==> src/rtl/cpu_pkg.sv <==
// Shared widths and the writeback queue entry type for the register file write port.
package cpu_pkg;

    localparam int DW = 32;
    localparam int AW = 5;
    localparam logic [AW-1:0] REG_ZERO = 5'd0;

    typedef struct packed {
        logic          valid;
        logic [AW-1:0] dest;
        logic [DW-1:0] data;
    } wb_entry_t;

endpackage

==> src/rtl/wb_queue.sv <==
// FIFO of pending long-latency results with a destination-match kill port
// that invalidates stale entries when a younger pipeline write lands.
module wb_queue
    import cpu_pkg::*;
#(
    parameter int DEPTH = 2
) (
    input  logic          clock,
    input  logic          resetn,
    input  logic          push,
    input  wb_entry_t     push_entry,
    input  logic          pop,
    input  logic          kill_en,
    input  logic [AW-1:0] kill_dest,
    output wb_entry_t     head,
    output logic          full,
    output logic          empty
);

    localparam int PW = (DEPTH > 1) ? $clog2(DEPTH) : 1;
    localparam int CW = $clog2(DEPTH + 1);

    wb_entry_t         mem_r [DEPTH];
    logic [PW-1:0]     wr_ptr_r;
    logic [PW-1:0]     rd_ptr_r;
    logic [CW-1:0]     count_r;
    logic              push_s;
    logic              pop_s;
    wb_entry_t         store_s;

    function automatic logic [PW-1:0] ptr_next(input logic [PW-1:0] ptr);
        if (ptr == PW'(DEPTH - 1)) begin
            return PW'(0);
        end else begin
            return ptr + PW'(1);
        end
    endfunction

    // Guard handshakes and apply the same-edge kill to the incoming entry
    always_comb begin
        push_s  = push && !full;
        pop_s   = pop && !empty;
        store_s = push_entry;
        if (kill_en && (push_entry.dest == kill_dest)) begin
            store_s.valid = 1'b0;
        end else begin
            store_s.valid = push_entry.valid;
        end
    end

    // Storage, pointers and occupancy
    always_ff @(posedge clock) begin
        if (!resetn) begin
            wr_ptr_r <= PW'(0);
            rd_ptr_r <= PW'(0);
            count_r  <= CW'(0);
            for (int i = 0; i < DEPTH; i++) begin
                mem_r[i] <= '0;
            end
        end else begin
            for (int i = 0; i < DEPTH; i++) begin
                if (kill_en && (mem_r[i].dest == kill_dest)) begin
                    mem_r[i].valid <= 1'b0;
                end
            end
            if (push_s) begin
                mem_r[wr_ptr_r] <= store_s;
                wr_ptr_r        <= ptr_next(wr_ptr_r);
            end
            if (pop_s) begin
                rd_ptr_r <= ptr_next(rd_ptr_r);
            end
            case ({push_s, pop_s})
                2'b10:   count_r <= count_r + CW'(1);
                2'b01:   count_r <= count_r - CW'(1);
                default: count_r <= count_r;
            endcase
        end
    end

    assign head  = mem_r[rd_ptr_r];
    assign full  = (count_r == CW'(DEPTH));
    assign empty = (count_r == CW'(0));

endmodule

==> src/rtl/wb_write_port.sv <==
// MEM/WB pipeline register merging in-order MEM results with queued
// long-latency results; pipeline writes win, with a one-cycle starvation stall.
module wb_write_port
    import cpu_pkg::*;
#(
    parameter int DEPTH        = 2,
    parameter int STARVE_LIMIT = 4
) (
    input  logic          clock,
    input  logic          resetn,
    input  logic          mwreg,
    input  logic          mm2reg,
    input  logic [AW-1:0] mdestReg,
    input  logic [DW-1:0] mr,
    input  logic [DW-1:0] mdo,
    input  logic          lu_valid,
    input  logic [AW-1:0] lu_dest,
    input  logic [DW-1:0] lu_data,
    output logic          lu_ready,
    output logic          pipe_stall,
    output logic          wwreg,
    output logic [AW-1:0] wdestReg,
    output logic [DW-1:0] wbData
);

    localparam int SW = $clog2(STARVE_LIMIT + 1);

    wb_entry_t     head_s;
    wb_entry_t     push_entry_s;
    logic          full_s;
    logic          empty_s;
    logic          pipe_wr_s;
    logic          pop_s;
    logic          push_s;
    logic [SW-1:0] starve_r;

    // Slot arbitration: an r0 destination is treated as no pipeline write
    always_comb begin
        pipe_wr_s          = !pipe_stall && mwreg && (mdestReg != REG_ZERO);
        pop_s              = !pipe_wr_s && !empty_s;
        push_s             = lu_valid && lu_ready;
        push_entry_s.valid = (lu_dest != REG_ZERO);
        push_entry_s.dest  = lu_dest;
        push_entry_s.data  = lu_data;
    end

    wb_queue #(
        .DEPTH(DEPTH)
    ) u_queue (
        .clock     (clock),
        .resetn    (resetn),
        .push      (push_s),
        .push_entry(push_entry_s),
        .pop       (pop_s),
        .kill_en   (pipe_wr_s),
        .kill_dest (mdestReg),
        .head      (head_s),
        .full      (full_s),
        .empty     (empty_s)
    );

    // MEM/WB register: pipeline write, else queue head, else idle with held index/data
    always_ff @(posedge clock) begin
        if (!resetn) begin
            wwreg    <= 1'b0;
            wdestReg <= REG_ZERO;
            wbData   <= {DW{1'b0}};
        end else if (pipe_wr_s) begin
            wwreg    <= 1'b1;
            wdestReg <= mdestReg;
            wbData   <= mm2reg ? mdo : mr;
        end else if (pop_s) begin
            wwreg    <= head_s.valid;
            wdestReg <= head_s.dest;
            wbData   <= head_s.data;
        end else begin
            wwreg    <= 1'b0;
        end
    end

    // Count slots denied to a non-empty queue; reaching the limit forces a drain cycle
    always_ff @(posedge clock) begin
        if (!resetn) begin
            starve_r <= SW'(0);
        end else if (empty_s || pop_s) begin
            starve_r <= SW'(0);
        end else if (pipe_wr_s) begin
            starve_r <= starve_r + SW'(1);
        end else begin
            starve_r <= starve_r;
        end
    end

    assign pipe_stall = (starve_r == SW'(STARVE_LIMIT));
    assign lu_ready   = !full_s;

endmodule

==> config.mk <==
export PLATFORM = sky130hd
export DESIGN_NAME = wb_write_port
export DESIGN_NICKNAME = d
export VERILOG_FILES = /design/src/rtl/cpu_pkg.sv /design/src/rtl/wb_queue.sv /design/src/rtl/wb_write_port.sv
export SDC_FILE = /design/constraint.sdc
export NUM_CORES = 1
export LEC_CHECK = 0
export BUFFER_PORTS_ARGS = -buffer_cell sky130_fd_sc_hd__buf_2
export CORE_ASPECT_RATIO = 0.5
export CORE_MARGIN = 2
export CORE_UTILIZATION = 55
export CTS_BUF_LIST = sky130_fd_sc_hd__clkbuf_2 sky130_fd_sc_hd__clkbuf_4 sky130_fd_sc_hd__clkbuf_8
export CTS_CLUSTER_DIAMETER = 100
export CTS_CLUSTER_SIZE = 16
export DETAILED_ROUTE_END_ITERATION = 7
export GPL_ROUTABILITY_DRIVEN = 0
export PLACE_DENSITY = 0.78
export SLEW_MARGIN = 20
export SYNTH_ARGS = -nofsm -noshare
export SYNTH_HDL_FRONTEND = slang
export SYNTH_HIERARCHICAL = 1
export SYNTH_SLANG_ARGS = --single-unit
export TNS_END_PERCENT = 100
==> constraint.sdc <==
create_clock -name clock -period 11.94 [get_ports clock]
set_clock_uncertainty 0.05 [all_clocks]
set_input_delay 2.388 -clock clock [delete_from_list [all_inputs] [get_ports clock]]
set_output_delay 2.388 -clock clock [all_outputs]
set_load 0.02 [all_outputs]
# [Word-level counts from Yosys, hierarchy flattened]
# Memories as Yosys holds them, arrays and structs flattened. A register that Yosys moved wholly into a read port is not among the register bits.
# Cells that the tools add are included.
# W data, S select, Z words.
[totals] register_bits=45 ram_bits=76 in_bits=111 elab_cells=68 mem_count=1
[op_classes] n_addsub=5 eq_ne=7 mux=25 bitwise_logic=3 n_reduce_logical=20
[mem_list] memory="u_queue.mem_r" words=2 width=38 read_ports=3 rd_clocked_by_memory_dff=1 write_ports=3 line="wb_queue.sv:23" text="wb_entry_t mem_r [DEPTH];"
[op_table] operator="$mux W32" n=3
[op_table] operator="$mux W1" n=19
[op_table] operator="$eq A5 B5 Y1" n=3
[op_table] operator="$mux W5" n=2
[op_table] operator="$reduce_bool A5 Y1" n=2
[op_table] operator="$logic_and A1 B1 Y1" n=9
[op_table] operator="$eq A2 B2 Y1 const B" n=2
[op_table] operator="$logic_not A1 Y1" n=4
[op_table] operator="$pmux W2 S2" n=1
[op_table] operator="$reduce_bool A2 Y1" n=2
[op_table] operator="$add A3 B1 Y3 const B" n=1
[op_table] operator="$eq A3 B3 Y1 const B" n=1
[op_table] operator="$add A1 B1 Y1 const B" n=2
[op_table] operator="$add A2 B1 Y2 const B" n=1
[op_table] operator="$eq A2 B1 Y1 const B" n=1
[op_table] operator="$logic_not A2 Y1" n=1
[op_table] operator="$or A1 B1 Y1" n=2
[op_table] operator="$reduce_or A2 Y1" n=1
[op_table] operator="$sub A2 B1 Y2 const B" n=1
[op_table] operator="$logic_or A1 B1 Y1" n=1
[op_table] operator="$not A1 Y1" n=1

# [Depth between registers and ports, before layout]
# Gate-level depths: netlist of the first run.
[depth] word_depth=9 ltp_mapped=12

# [Modules after synthesis]
# Netlist of the first run, hierarchy kept.
[modules_own_cells] mod="wb_queue" n_inst=1 cells_per_inst=254 area_per_inst_um2=3741.1 seq_area_each_um2=2382.3
[modules_own_cells] mod="wb_write_port" n_inst=1 cells_per_inst=270 area_per_inst_um2=2452.4 seq_area_each_um2=820.8

# [Worst setup path after synthesis of the first run]
# Ideal clock, no wire load.
[synth_timing] path_type="input-to-reg" from="input lu_valid" to="memory u_queue/mem_r[1][37] (netlist bit) (enable)" setup_time_ps=306 arrival_time_ps=5712 required_ps=11584 path_slack_ps=5871 stages=4 path_buffers=0 cell_sequence="nor2b_1 > nand2_1 > o21ai_0 > a31o_2"
[synth_rtl] item="start: declaration" line="wb_write_port.sv:16" text="input logic lu_valid,"
[synth_rtl] item="end: declaration" line="wb_queue.sv:23"

# [Worst setup path after layout of the first run]
[layout_timing] from="input mdestReg[0]" to="register u_queue.count_r[1]"
[layout_between] elab_chain_cells=7
[layout_lines] item="start: declaration" line="wb_write_port.sv:13" text="input logic [AW-1:0] mdestReg,"
[layout_lines] item="$reduce_bool A5 Y1 (*)" line="wb_write_port.sv:39" text="pipe_wr_s = !pipe_stall && mwreg && (mdestReg != REG_ZERO);"
[layout_lines] item="$logic_and A1 B1 Y1 (*)" line="wb_write_port.sv:39"
[layout_lines] item="named net pipe_wr_s" line="wb_write_port.sv:32" text="logic pipe_wr_s;"
[layout_lines] item="$logic_not A1 Y1 (*)" line="wb_write_port.sv:40" text="pop_s = !pipe_wr_s && !empty_s;"
[layout_lines] item="$logic_and A1 B1 Y1 (*)" line="wb_write_port.sv:40"
[layout_lines] item="named net pop_s" line="wb_write_port.sv:33" text="logic pop_s;"
[layout_lines] item="$logic_and A1 B1 Y1 (*)" line="wb_queue.sv:42" text="pop_s = pop && !empty;"
[layout_lines] item="named net u_queue.pop_s" line="wb_queue.sv:28" text="logic pop_s;"
[layout_lines] item="$eq A2 B1 Y1 / $eq A2 B2 Y1 (equally long branches)" line="wb_queue.sv:73" text="case ({push_s, pop_s})"
[layout_lines] item="$pmux W2 S2 / $reduce_bool A2 Y1 (equally long branches)"
[layout_lines] item="end signal: assignment" line="wb_queue.sv:74" text="2'b10: count_r <= count_r + CW'(1);"
[layout_lines] item="end signal: assignment" line="wb_queue.sv:75" text="2'b01: count_r <= count_r - CW'(1);"
[layout_lines] item="end signal: assignment" line="wb_queue.sv:76" text="default: count_r <= count_r;"
[layout_lines] item="end: declaration" line="wb_queue.sv:26" text="logic [CW-1:0] count_r;"
# Mark *: on every way through the listed nets, which the timed path passes. The rest lies on a longest branch.
# A chain may end at the register's enable or synchronous reset.

==> reports/metrics.cfg, run 1 <==
[floorplan]
rows = 27
chipHeight_um = 79.0
die_width_um = 154
core_area_um2 = 11000
initial_utilization_pct = 56.4
ios = 151
dieArea_um2 = 12200

[drt]
drc = 0
ant_nets = 0
vias = 4442
post_drt_wl_per_cell_um = 16.7
drt_pass1_iterations = 5
wl_um = 13700
viasPerCell = 5.43
drt_iter0_markers = 258

[clock_network]
post_cts_buffers = 0
cts_root_buf = clkbuf_8
clock_sinks = 122
post_cts_resized = 0
cts_inserted_buffers = 17
cts_tree = yes
clkTransAtPathRegs_ns = 0.07
hold_buffers = 0
insertion_delay_ns = 0.42
htree_num_levels = 4
clock_path_buffers = 2

[synthesis]
synth_cell_types = 42
synth-xor-area-share_pct = 2.69
syn-cell-area_um2 = 6190
yosysWarnings = 6
synth-edff-count = 76
synthMuxAreaShare_pct = 12.4
synth-simple-area-share_pct = 18.4
syn_nets = 638
synth_top_cell_by_area = edfxtp_1
synth_area_leaders = edfxtp_1 (37%), dfxtp_1 (15%), o211ai_1 (8.2%), mux2_2 (7.3%), nand2b_1 (7.0%)
synth_compound_gate_area_share_pct = 10.1
synth_area_per_cell_um2 = 11.8
ys_seq_elements = 122
async_reset_ff_share_pct = 0
synth_top_area_share_pct = 36.8
synth_top_family_by_area = simple AND/OR/NAND/NOR gates
postSynthCellCount = 524
synthAdderAreaFrac_pct = 0.606
synthFlopType = edfxtp_1
seq_area_frac_synth_pct = 51.7

[worst_setup_path]
crit_type = input pin to flop
cp_num_cells = 10
cp.required_ns = 12.23
cp-end-kind = flop
crit_chain = buf_2 > or4_1 > o21ai_4 > buf_4 > inv_2 > nor2_1 > o21a_1 > ha_1 > or3_1 > a21oi_1
slowest_delay_ns = 0.58
cp_top_family = simple AND/OR/NAND/NOR gates
arrival_ns = 5.14
cp_max_fo = 36
crit_buf_inv = 3
cp-start-kind = input pin
worstRegToRegCells = 11
slowest_stage = or4_1

[sta]
finalHoldViolCount = 0
tightest_slew_ns = 1.05
period_share_pct = 40.6
fmax_mhz = 206
holdWs_ns = 0.425
rsz0062_at_grt = no
setup_viol_count_final = 0
min_period_ns = 4.84
slew_violations = 0
fin_ws_ns = 7.10
fin_setup_tns_ns = 0
maxSlewHeadroom_pct = 30.2

[place]
dpl-instance-area_um2 = 6970
place_ws_ns = 6.68
dpl.hpwl_um = 8610
placed_cells = 786
io_buffers = 150

[power]
powerDensity_nw_per_um2 = 187
vdd_drop_max_mv = 0.103
leakage_nw = 3.11

[global_route]
grt_pass1_vias = 4429
antenna_found_initial = 0
grt.overflow.total = 0
grt_use_total_pct = 23.5
grt_pass1_wl_um = 22000
grt_max_degree = 83

[final_layout]
final_nets = 774
syn_to_final_growth_pct = 18.8
antenna_cells = 0
fin_cells = 818
final_area_um2 = 7360
drive_above_1_share_pct = 38.8

[outcome]
outcome = finished clean

[worst_hold_path]
hold_depth = 1
hold_class = flop to flop

[flow_run]
max-cap-violations = 0

==> logic make-up (layout without fill, tap and decap cells) <==
kind of cell | Yosys count | count (layout)
AOI/OAI and AO/OA | 85 | 85
and+or+nand+nor | 177 | 177
muxes | 72 | 72
buffers and inverters | 46 | 195
adders and majority gates | 3 | 3
xor gates and xnor gates | 19 | 19
DFF | 122 | 122
==> power breakdown <==
group          internal, mW  leakage, nW  switching [mW]
combinational         0.181         1.73           0.241
sequential            0.549         1.19          0.0466
clock                 0.194        0.183           0.164
total                 0.923         3.11           0.452
==> flip-flops by register name (all words and copies together), names as in the netlist, named ones only <==
name / cells
wbData: 32
u_queue/wr_ptr_r: 1
wwreg: 1
u_queue/rd_ptr_r: 1
wdestReg: 5
u_queue/mem_r: 76
u_queue/count_r: 2
starve_r: 3
==> path summary, 6_finish.rpt <==
kind	startpoint	to	slack [ns]
worst max-delay path	mdestReg[0]	u_queue/count_r[1]	7.10
worst min-delay path	starve_r[0]	starve_r[0]	0.42
worst max register to register	starve_r[0]	u_queue/count_r[1]	8.87
worst min register to register	starve_r[0]	starve_r[0]	0.42
==> metrics by stage <==
stage / total power [mW] / util (%)
final: 1.38 / 67.0
after global routing: 1.46 / 67.0
after CTS: 1.39 / 67.0
after detailed placement: 1.03 / 63.5
after global placement: 1.01 / 63.5
after floorplan: 0.906 / -
==> routing by layer <==
metal / GRT usage, % / vias up / part of all wire (%)
li1: - / 2156 / -
met1: 29.7 / 2142 / 43
met2: 40.6 / 130 / 50
met3: 5.57 / 14 / 5.8
met4: 7.57 / 0 / 1.0
met5: 0 / - / 0
==> worst register-to-register path: cells and delay by family (launching register included) <==
| family | cells | cell delay, ns |
|---|---|---|
| adder cells (fa/ha/maj) | 2 | 0.56 |
| buffers and inverters | 3 | 0.66 |
| flip-flops | 1 | 0.36 |
| AO/OA/AOI/OAI | 4 | 0.94 |
| AND/OR/NAND/NOR | 2 | 0.42 |
==> synthesized netlist by cell type, types with 2 or more instances <==
cell type	n
and2_1	54
mux2i_1	32
buf_2	7
mux2_2	40
nor4_1	3
inv_1	5
nor2_1	6
a21boi_0	2
nand2b_1	69
xnor2_1	10
dfxtp_1	46
xor2_1	9
inv_2	2
nand2_1	6
buf_6	2
o211ai_1	68
o21ai_1	5
and2_2	22
nand3_1	5
buf_12	3
nor4b_1	2
clkbuf_1	21
o21ai_0	3
clkbuf_2	6
a21oi_1	2
ha_1	3
edfxtp_1	76
==> placed cells by master, fill, tap and decap left out, types with 6 or more instances in the layout <==
cell type	synthesis	routed
and2_2	22	22
buf_4	0	6
mux2i_1	32	32
dfxtp_1	46	45
o211ai_1	68	68
mux2_2	40	40
clkbuf_8	0	18
buf_2	7	150
edfxtp_1	76	76
and2_1	54	54
xor2_1	9	9
nand2b_1	69	69
xnor2_1	10	10
==> layout make-up <==
| class | instances | area (µm²) |
|---|---|---|
| Fill cell | 859 | 3620 |
| Multi-Input combinational cell | 356 | 2770 |
| Sequential cell | 122 | 3200 |
| Tap cell | 145 | 181 |
| Inverter | 7 | 26.3 |
| Timing Repair Buffer | 156 | 796 |
| Clock buffer | 20 | 263 |
| Clock inverter | 12 | 124 |
Power figures use the tool's default switching activity.
==> run 2: changes to the inputs <==
- ABC_AREA: default -> 1
- PLACE_DENSITY: 0.78 -> 0.77
- clock period: 11.94 -> 4.6 ns (I/O delays scaled with it)
==> reports/metrics.cfg, run 2 <==
[floorplan]
initial_utilization_pct = 55.8  ; -0.64 points
chipHeight_um = 80.9  ; +2.4%
rows = 28  ; +3.7%
die_width_um = 158  ; +2.4%
dieArea_um2 = 12800  ; +4.9%
ios = 151  ; unchanged
core_area_um2 = 11700  ; +6.3%

[global_route]
antenna_found_initial = 0  ; unchanged
grt.overflow.total = 0  ; unchanged
grt_use_total_pct = 24.5  ; +1.0 points
grt_pass1_wl_um = 23900  ; +8.6%
grt_max_degree = 77  ; -7.2%
grt_pass1_vias = 5081  ; +15%

[clock_network]
insertion_delay_ns = 0.43  ; about the same
cts_inserted_buffers = 17  ; unchanged
post_cts_resized = 0  ; unchanged
post_cts_buffers = 0  ; unchanged
htree_num_levels = 4  ; unchanged
cts_tree = yes
cts_root_buf = clkbuf_8
clock_path_buffers = 2  ; unchanged
clock_sinks = 122  ; unchanged
clkTransAtPathRegs_ns = 0.07  ; about the same
hold_buffers = 0  ; unchanged

[sta]
tightest_slew_ns = 1.05  ; +0.000354 ns
fin_setup_tns_ns = 0  ; unchanged
maxSlewHeadroom_pct = 29.9  ; -0.27 points
setup_viol_count_final = 0  ; unchanged
slew_violations = 0  ; unchanged
min_period_ns = 2.67
fmax_mhz = 375
period_share_pct = 58.0
rsz0062_at_grt = no
finalHoldViolCount = 0  ; unchanged

[worst_setup_path]
cp-end-kind = flop
arrival_ns = 2.99  ; -2.15 ns
cp_common_cell = nand3_1
cp-start-kind = input pin
slowest_stage = buf_4
crit_chain = buf_2 > nor2_4 > nand3_4 > nand2_4 > buf_4 > nand3_1 > nand3_1 > nand2_1 > inv_1
cp.required_ns = 4.92  ; -7.31 ns
crit_type = input pin to flop
cp_max_fo = 76  ; +110%
slowest_delay_ns = 0.72  ; +0.14 ns

[synthesis]
synth_cell_types = 27  ; -36%
async_reset_ff_share_pct = 0  ; unchanged
synth_top_cell_by_area = edfxtp_1
synth_area_per_cell_um2 = 8.53  ; -28%
synth_area_leaders = edfxtp_1 (35%), dfxtp_1 (14%), nand3_1 (8.8%), inv_1 (7.2%), nand2_1 (7.0%)
syn-cell-area_um2 = 6510  ; +5.1%
yosysMostFrequentCell = inv_1
yosysWarnings = 6  ; unchanged
synthFlopType = edfxtp_1
ys_seq_elements = 122  ; unchanged
synth_common_cells = inv_1 (124), nand2_1 (122), nand3_1 (115), nor2_1 (93), edfxtp_1 (76)
synth-edff-count = 76  ; unchanged
synth_top_area_share_pct = 35.1  ; -1.8 points
syn_nets = 877  ; +37%
seq_area_frac_synth_pct = 49.2  ; -2.5 points
postSynthCellCount = 763  ; +46%

[final_layout]
antenna_cells = 0  ; unchanged
final_nets = 1005  ; +30%
drive_above_1_share_pct = 30.6  ; -8.1 points
fillers = 1002  ; +17%
regMostFlops = u_queue/mem_r
fin_util_pct = 65.6  ; -1.4 points
largest_register_ffs = 76  ; unchanged
reg_top3 = u_queue/mem_r (76), wbData (32), wdestReg (5)
final_common_cell = buf_2
syn_to_final_growth_pct = 17.6
layout_common_cells = buf_2 (150), inv_1 (123), nand2_1 (120)

[power]
powerDensity_nw_per_um2 = 402  ; +120%
leakage_nw = 3.85  ; +24%
vdd_drop_max_mv = 0.234  ; +130%

[place]
dpl.hpwl_um = 9660  ; +12%
io_buffers = 150  ; unchanged

[flow_run]
max-cap-violations = 0  ; unchanged

[drt]
post_drt_wl_per_cell_um = 14.4  ; -14%
drt_iter0_markers = 390  ; +51%
drt_pass1_iterations = 6  ; +1
vias = 5438  ; +22%
viasPerCell = 5.09  ; -6.3%
ant_nets = 0  ; unchanged
wl_um = 15400  ; +13%
drc = 0  ; unchanged

[outcome]
outcome = finished clean

[worst_hold_path]
hold_class = flop to flop

## run 2: final timing paths
kind,startpoint,to,slack (ns),cells past startpoint
worst max-delay path,mdestReg[3],wbData[31],1.93,9
worst min-delay path,starve_r[0],starve_r[0],0.42,1
worst max register to register,starve_r[0],u_queue/count_r[1],2.00,15
worst min register to register,starve_r[0],starve_r[0],0.42,1
## run 2: per-layer routing
layer,track usage (%),vias up,wire [µm]
met5,0,-,0
met4,8.09,0,203
met3,5.12,15,1020
met2,43.4,199,7520
met1,30.5,2524,6650
li1,-,2700,-
## run 2: cell families (layout without fill, tap and decap cells)
group | after synthesis | in the layout | share of synthesized area (%)
xor+xnor | 1 | 1 | 0.135
mux | 34 | 34 | 5.88
flops | 122 | 122 | 49.2
buf+inv | 174 | 315 | 12.0
fa+ha+maj | 3 | 3 | 0.577
compound gates | 49 | 49 | 3.85
simple gates | 380 | 380 | 28.3
## run 2: layout make-up
| class | instances | area [µm²] | area share, % |
|---|---|---|---|
| Clock buffer | 21 | 270 | 3.53 |
| Tap cell | 165 | 206 | 2.70 |
| Sequential cell | 122 | 3200 | 41.9 |
| Multi-Input combinational cell | 467 | 2540 | 33.1 |
| Inverter | 128 | 480 | 6.28 |
| Timing Repair Buffer | 155 | 808 | 10.6 |
| Clock inverter | 11 | 146 | 1.91 |
## run 2: critical path, delay by kind of cell
| kind | cells | cell delay (ns) |
|---|---|---|
| buffers and inverters | 3 | 0.92 |
| AND/OR/NAND/NOR | 6 | 1.08 |
## run 2: through the flow
stage	setup WS (ns)	area, µm²	cells	power (mW)	hold slack, ns
6_report	1.93	7650	1069	3.08	0.416
5_1_grt	1.77	7650	1069	3.22	0.437
4_1_cts	1.91	7620	1068	3.06	0.408
3_5_place_dp	1.55	7210	1036	2.07	0.391
3_3_place_gp	1.65	7210	1036	2.05	0.378
2_1_floorplan	1.85	6510	763	1.88	0.367
## run 2: power breakdown
group	internal (mW)	total [mW]	switching, mW
Clock	0.567	1.00	0.436
Sequential	1.30	1.38	0.0750
Combinational	0.248	0.698	0.449
